===== src/rtl/led_uart_pkg.sv =====
// Shared constants, state encodings and message table for the LED status
// reporter and its UART bit serialiser.
package led_uart_pkg;

    localparam logic [7:0] ASCII_O  = 8'h4F;
    localparam logic [7:0] ASCII_N  = 8'h4E;
    localparam logic [7:0] ASCII_F  = 8'h46;
    localparam logic [7:0] ASCII_CR = 8'h0D;
    localparam logic [7:0] ASCII_LF = 8'h0A;

    localparam logic [2:0] MSG_LEN_ON  = 3'd4;
    localparam logic [2:0] MSG_LEN_OFF = 3'd5;

    typedef logic [1:0] msg_state_t;
    localparam msg_state_t MSG_IDLE = 2'd0;
    localparam msg_state_t MSG_LOAD = 2'd1;
    localparam msg_state_t MSG_SEND = 2'd2;
    localparam msg_state_t MSG_NEXT = 2'd3;

    typedef logic [1:0] ser_state_t;
    localparam ser_state_t SER_IDLE  = 2'd0;
    localparam ser_state_t SER_START = 2'd1;
    localparam ser_state_t SER_DATA  = 2'd2;
    localparam ser_state_t SER_STOP  = 2'd3;

    // Byte idx of "ON\r\n" (on=1) or "OFF\r\n" (on=0).
    function automatic logic [7:0] msg_byte(input logic on, input logic [2:0] idx);
        logic [7:0] b;
        if (on) begin
            case (idx)
                3'd0:    b = ASCII_O;
                3'd1:    b = ASCII_N;
                3'd2:    b = ASCII_CR;
                default: b = ASCII_LF;
            endcase
        end else begin
            case (idx)
                3'd0:    b = ASCII_O;
                3'd1:    b = ASCII_F;
                3'd2:    b = ASCII_F;
                3'd3:    b = ASCII_CR;
                default: b = ASCII_LF;
            endcase
        end
        return b;
    endfunction

endpackage


===== src/rtl/uart_tx_core.sv =====
// 8N1 UART bit serialiser. A start strobe accepted in the last stop-bit
// cycle chains the next byte with no idle gap; done pulses in that cycle.
//
// state | meaning
// IDLE  | line idle high, waiting for start
// START | start bit (0)
// DATA  | 8 data bits, LSB first
// STOP  | stop bit (1)
module uart_tx_core
    import led_uart_pkg::*;
#(
    parameter int CLKS_PER_BIT = 104
) (
    input  logic       clk,
    input  logic       rst_n,
    input  logic       start,
    input  logic [7:0] data,
    output logic       tx,
    output logic       done
);

    localparam logic [15:0] BAUD_LAST = 16'(CLKS_PER_BIT - 1);

    ser_state_t  state_q, state_d;
    logic [15:0] baud_q, baud_d;
    logic [2:0]  bit_q, bit_d;
    logic [7:0]  shift_q, shift_d;
    logic        tx_q, tx_d;
    logic        baud_end;

    assign baud_end = (baud_q == BAUD_LAST);
    assign done     = (state_q == SER_STOP) && baud_end;
    assign tx       = tx_q;

    // Next-state, bit timing and serial output.
    always_comb begin
        state_d = state_q;
        baud_d  = baud_q;
        bit_d   = bit_q;
        shift_d = shift_q;
        tx_d    = tx_q;
        case (state_q)
            SER_IDLE: begin
                tx_d = 1'b1;
                if (start) begin
                    state_d = SER_START;
                    tx_d    = 1'b0;
                    shift_d = data;
                    baud_d  = '0;
                    bit_d   = '0;
                end
            end
            SER_START: begin
                if (baud_end) begin
                    baud_d  = '0;
                    state_d = SER_DATA;
                    tx_d    = shift_q[0];
                end else begin
                    baud_d = baud_q + 16'd1;
                end
            end
            SER_DATA: begin
                if (baud_end) begin
                    baud_d = '0;
                    if (bit_q == 3'd7) begin
                        state_d = SER_STOP;
                        bit_d   = '0;
                        tx_d    = 1'b1;
                    end else begin
                        bit_d   = bit_q + 3'd1;
                        shift_d = {1'b0, shift_q[7:1]};
                        tx_d    = shift_q[1];
                    end
                end else begin
                    baud_d = baud_q + 16'd1;
                end
            end
            default: begin
                if (baud_end) begin
                    baud_d = '0;
                    if (start) begin
                        state_d = SER_START;
                        tx_d    = 1'b0;
                        shift_d = data;
                    end else begin
                        state_d = SER_IDLE;
                        tx_d    = 1'b1;
                    end
                end else begin
                    baud_d = baud_q + 16'd1;
                end
            end
        endcase
    end

    // Serialiser registers; line forced idle-high by reset.
    always_ff @(posedge clk or negedge rst_n) begin
        if (!rst_n) begin
            state_q <= SER_IDLE;
            baud_q  <= '0;
            bit_q   <= '0;
            shift_q <= '0;
            tx_q    <= 1'b1;
        end else begin
            state_q <= state_d;
            baud_q  <= baud_d;
            bit_q   <= bit_d;
            shift_q <= shift_d;
            tx_q    <= tx_d;
        end
    end

endmodule


===== src/rtl/led_status_reporter.sv =====
// Sends "ON\r\n" or "OFF\r\n" over UART on request. Optional macro
// LED_REPORT_AUTO_EN makes any led change act as a request as well.
// The first byte ('O') is common to both messages, so the serialiser is
// launched in the trigger cycle while led is latched for the rest.
//
// state | meaning
// IDLE  | no message; trigger launches byte 0 and latches led
// LOAD  | first cycle of a message (pending cleared at launch)
// SEND  | waiting for serialiser done; launches next byte or next message
// NEXT  | advance byte index after a chained byte launch
module led_status_reporter
    import led_uart_pkg::*;
#(
    parameter int CLKS_PER_BIT = 104
) (
    input  logic clk,
    input  logic rst_n,
    input  logic led,
    input  logic query,
    output logic tx,
    output logic busy
);

    msg_state_t state_q, state_d;
    logic [2:0] idx_q, idx_d;
    logic       on_q, on_d;
    logic       pending_q, pending_d;
    logic       trig;
    logic       launch;
    logic       last_byte;
    logic       core_start;
    logic [7:0] core_byte;
    logic       core_done;

`ifdef LED_REPORT_AUTO_EN
    logic led_q, led_prev_q;

    // led history: a difference between the last two samples is a trigger.
    always_ff @(posedge clk or negedge rst_n) begin
        if (!rst_n) begin
            led_q      <= 1'b0;
            led_prev_q <= 1'b0;
        end else begin
            led_q      <= led;
            led_prev_q <= led_q;
        end
    end

    assign trig = query | (led_q ^ led_prev_q);
`else
    assign trig = query;
`endif

    assign busy      = (state_q != MSG_IDLE);
    assign last_byte = (idx_q == (on_q ? MSG_LEN_ON - 3'd1 : MSG_LEN_OFF - 3'd1));

    // Message sequencing, byte selection and pending-request coalescing.
    always_comb begin
        state_d    = state_q;
        idx_d      = idx_q;
        on_d       = on_q;
        pending_d  = pending_q;
        launch     = 1'b0;
        core_start = 1'b0;
        core_byte  = ASCII_O;
        case (state_q)
            MSG_IDLE: begin
                if (trig || pending_q) launch = 1'b1;
            end
            MSG_LOAD: begin
                state_d = MSG_SEND;
            end
            MSG_SEND: begin
                if (core_done) begin
                    if (!last_byte) begin
                        core_start = 1'b1;
                        core_byte  = msg_byte(on_q, idx_q + 3'd1);
                        state_d    = MSG_NEXT;
                    end else if (pending_q || trig) begin
                        launch = 1'b1;
                    end else begin
                        state_d = MSG_IDLE;
                    end
                end
            end
            default: begin
                idx_d   = idx_q + 3'd1;
                state_d = MSG_SEND;
            end
        endcase
        if (launch) begin
            core_start = 1'b1;
            core_byte  = ASCII_O;
            on_d       = led;
            idx_d      = '0;
            state_d    = MSG_LOAD;
            pending_d  = 1'b0;
        end else if (trig && busy) begin
            pending_d = 1'b1;
        end
    end

    // Message FSM registers.
    always_ff @(posedge clk or negedge rst_n) begin
        if (!rst_n) begin
            state_q   <= MSG_IDLE;
            idx_q     <= '0;
            on_q      <= 1'b0;
            pending_q <= 1'b0;
        end else begin
            state_q   <= state_d;
            idx_q     <= idx_d;
            on_q      <= on_d;
            pending_q <= pending_d;
        end
    end

    uart_tx_core #(
        .CLKS_PER_BIT(CLKS_PER_BIT)
    ) u_core (
        .clk   (clk),
        .rst_n (rst_n),
        .start (core_start),
        .data  (core_byte),
        .tx    (tx),
        .done  (core_done)
    );

endmodule

===== config.mk =====
export PLATFORM = sky130hd
export DESIGN_NAME = led_status_reporter
export DESIGN_NICKNAME = d
export VERILOG_FILES = /design/src/rtl/led_uart_pkg.sv /design/src/rtl/uart_tx_core.sv /design/src/rtl/led_status_reporter.sv
export SDC_FILE = /design/constraint.sdc
export NUM_CORES = 1
export LEC_CHECK = 0
export ABC_AREA = 1
export CAP_MARGIN = 20
export CELL_PAD_IN_SITES_DETAIL_PLACEMENT = 1
export CELL_PAD_IN_SITES_GLOBAL_PLACEMENT = 2
export CORE_MARGIN = 1
export CORE_UTILIZATION = 35
export DETAILED_ROUTE_END_ITERATION = 6
export PLACE_DENSITY = 0.81
export SYNTH_ARGS = -nofsm -noshare
export SYNTH_HDL_FRONTEND = slang
export SYNTH_SLANG_ARGS = --single-unit

===== constraint.sdc =====
create_clock -name clk -period 4.14 [get_ports clk]
set_input_delay 0.828 -clock clk [delete_from_list [all_inputs] [get_ports clk]]
set_output_delay 0.828 -clock clk [all_outputs]
set_load 0.01 [all_outputs]

==> results by group <==
Placement
  • Gpl congestion: 0.807
  • Port bufs: 5
  • Detailed Place HPWL: 4.40 mm

Die
  • I/O pin count: 6
  • Row Count: 29
  • Die Area: 7160 um2
  • Die width: 84.6 um
  • Placeable Area: 6460 um2
  • Starting density of the core: 37.0%
  • Die Height: 84.6 um

Clocking
  • Clock tree buffer depth: 2
  • Clk slew on worst S/H paths: 70 ps
  • CTS tree: yes
  • H-tree levels: 2
  • TritonCTS Buffers: 5
  • # clock sinks: 36
  • Hold-fix buffers at CTS: 0
  • Setup bufs post-CTS: 0
  • CTS-repair resized insts: 0
  • Clk root buf: clkbuf_8
  • Worst skew pair latency: 280 ps

Power
  • Sw Share: 20.8%
  • VDD IR-drop max: 0.130 mV
  • Clock group share of total power: 43.5%
  • Leak: 1.34 nW
  • Power density cells: 246 nW/um2
  • Net Sw Power: 0.133 mW
  • Seq pwr share: 55.0%
  • P_int: 0.506 mW
  • Combinational Power Share: 1.5%

Detailed routing
  • Via/cell ratio: 5.09
  • Final WL: 5.89 mm
  • Post-route ant nets: 0
  • DR pass1 iterations: 4
  • Residual DRC count: 0
  • Initial drt markers: 101
  • WL/cell: 14.1 um
  • Routed via count: 2133

Logic synthesis
  • Synth top area cells: dfrtp_1, nand2_1, nor2_1
  • #FFs+latches synth: 36
  • Post-synth cell types: 30
  • Post-synth EDFFs: 0
  • Synthesized area: 2390 um2
  • Ys async rst share: 100%
  • YS warnings: 0
  • Area leader, netlist: dfrtp_1
  • Mapped Nets: 349
  • Ys flop type: dfrtp_1
  • Yosys top cell area share: 36.7%
  • Syn avg cell area: 7.17 um2
  • Post-synthesis sequential area ratio: 37.8%
  • Post-Synthesis Cells: 333

Worst setup path
  • Most used cell, CP: nand2_1
  • WS Path Type: in -> reg
  • Worst path cell trace: clkdlybuf4s50_1 > o21ai_0 > nand4_2 > nand2_1 > inv_1 > nand2_1 > nand2_1
  • Crit path launch type: input pin
  • CP max stage cell: nand4_2
  • Buffers plus inverters on the worst setup path: 2
  • Critical path's largest stage delay: 600 ps
  • Worst-path fanout max: 21
  • Critical Path End Type: flip-flop
  • Worst EP arrival: 2900 ps
  • Critical path's top delay family: simple AND/OR/NAND/NOR gates
  • CP required: 4320 ps

Timing
  • Fmax: 367 MHz
  • Worst slew pin tran: 854 ps
  • Max Slew Vio Count: 0
  • # setup viols final: 0
  • Final Hold Fails: 0
  • Min Clock Period, post-route: 2730 ps
  • Unrepaired setup endpoints after global routing: false
  • TNS Setup: 0 ps
  • Worst clock skew: 4.53 ps
  • Worst Hold Margin: 475 ps
  • Worst slew margin: 43.1%
  • Fin crit share: 65.9%

Global routing
  • All-layer global routing usage: 18.3%
  • Largest net degree at the start of global routing: 37
  • Vias in the first global route: 2154
  • Global-route wire length before repair: 10.4 mm
  • Antenna violations before repair: 0
  • Total gr overflow: 0

Outcome
  • Run status: complete, no violations

Layout
  • Layout cell share with drive strength beyond 1: 7.02%
  • Core Util, Final: 40.2%
  • Syn-to-layout area delta: 8.80%
  • Nets: 357
  • # diodes: 0

Run
  • Max-Cap Viols: 0

Min path
  • Hold Crit Class: reg -> reg
[power groups by stage]
| stage | combinational, mW | clock, mW | sequential (mW) |
|---|---|---|---|
| after CTS | 0.0104 | 0.289 | 0.351 |
| after floorplan | 0.00000616 | 0 | 0.358 |
| final | 0.00951 | 0.278 | 0.351 |
| after global routing | 0.0114 | 0.304 | 0.351 |
| after detailed placement | 0.0104 | 0 | 0.358 |
| after global placement | 0.0102 | 0 | 0.358 |
[cell families after synthesis]
kind of cell	Yosys count	share of synthesized area, %
compound gates	48	10.9
xor+xnor	2	0.734
fa+ha+maj	12	6.29
buf+inv	45	7.75
flops	36	37.8
simple gates	190	36.6
[area by class of cell]
class / count / area, um2
fillers: 845 / 3860
multi-input cells: 252 / 1300
flip-flops and latches: 36 / 902
inverters: 41 / 154
clock buffers: 8 / 100
well taps: 77 / 96.3
repair buffers: 5 / 45.0
[through the flow]
step                      instance area, um2  instances  power, mW  setup WS (ps)
after CTS                               2600        419      0.651           1410
final                                   2600        419      0.639           1410
after global placement                  2500        411      0.368           1200
after global routing                    2600        419      0.666           1220
after detailed placement                2500        411      0.369           1120
after floorplan                         2390        333      0.358           2290
[metal layers]
| metal | GRT usage [%] | part of all wire, % | vias to the layer above |
|---|---|---|---|
| li1 | - | - | 1106 |
| met1 | 27.5 | 53 | 1002 |
| met2 | 27.8 | 43 | 21 |
| met3 | 2.95 | 3.1 | 4 |
| met4 | 3.70 | 0.83 | 0 |
| met5 | 0 | 0 | - |
[worst register-to-register path: cells and delay by family (launching register included)]
family | cells | cell delay, ps
adder cells (fa/ha/maj) | 1 | 250
buffers and inverters | 1 | 70
flip-flops | 1 | 420
AND/OR/NAND/NOR | 9 | 1320
[final timing paths]
check	to	startpoint	depth (start not counted)	slack, ps
max	u_core.state_q[0]	query	7	1410
min	u_core.shift_q[6]	u_core.shift_q[6]	2	470
max reg2reg	u_core.state_q[0]	u_core.baud_q[0]	11	1980
min reg2reg	u_core.shift_q[6]	u_core.shift_q[6]	2	470
max in group asynchronous	idx_q[2]	rst_n	1	2950
min in group asynchronous	u_core.baud_q[6]	rst_n	1	640
[state kept, by name, summed over array words and instances, names as in the netlist]
name and cells:
u_core.bit_q 3, pending_q 1, u_core.shift_q 7, u_core.tx 1, u_core.state_q 2, on_q 1, state_q 2, u_core.baud_q 16
idx_q 3
[cell usage after synthesis (3+ instances only)]
master / number
nor3_1: 4
nor2_4: 3
nand4_1: 15
inv_1: 38
o22ai_1: 4
ha_1: 12
a21oi_1: 12
nor2_1: 53
nand2_1: 84
dfrtp_1: 35
o21ai_0: 28
nand3_1: 20
[placed cells by master (no fill, tap or decap), drive strengths merged]
cell           Yosys  layout
a21oi             12      12
buf                3       1
clkbuf             1       8
clkdlybuf4s50      0       4
clkinv             2       2
dfrtp             35      35
dfstp              1       1
ha                12      12
inv               39      39
nand2             86      86
nand3             24      24
nand4             17      17
nor2              57      57
nor3               4       4
nor4               1       1
o211ai             1       1
o21a               1       1
o21ai             28      28
o22ai              4       4
o31ai              2       2
or2                1       1
xor2               2       2
No activity file was read; power rests on OpenSTA's default activity.
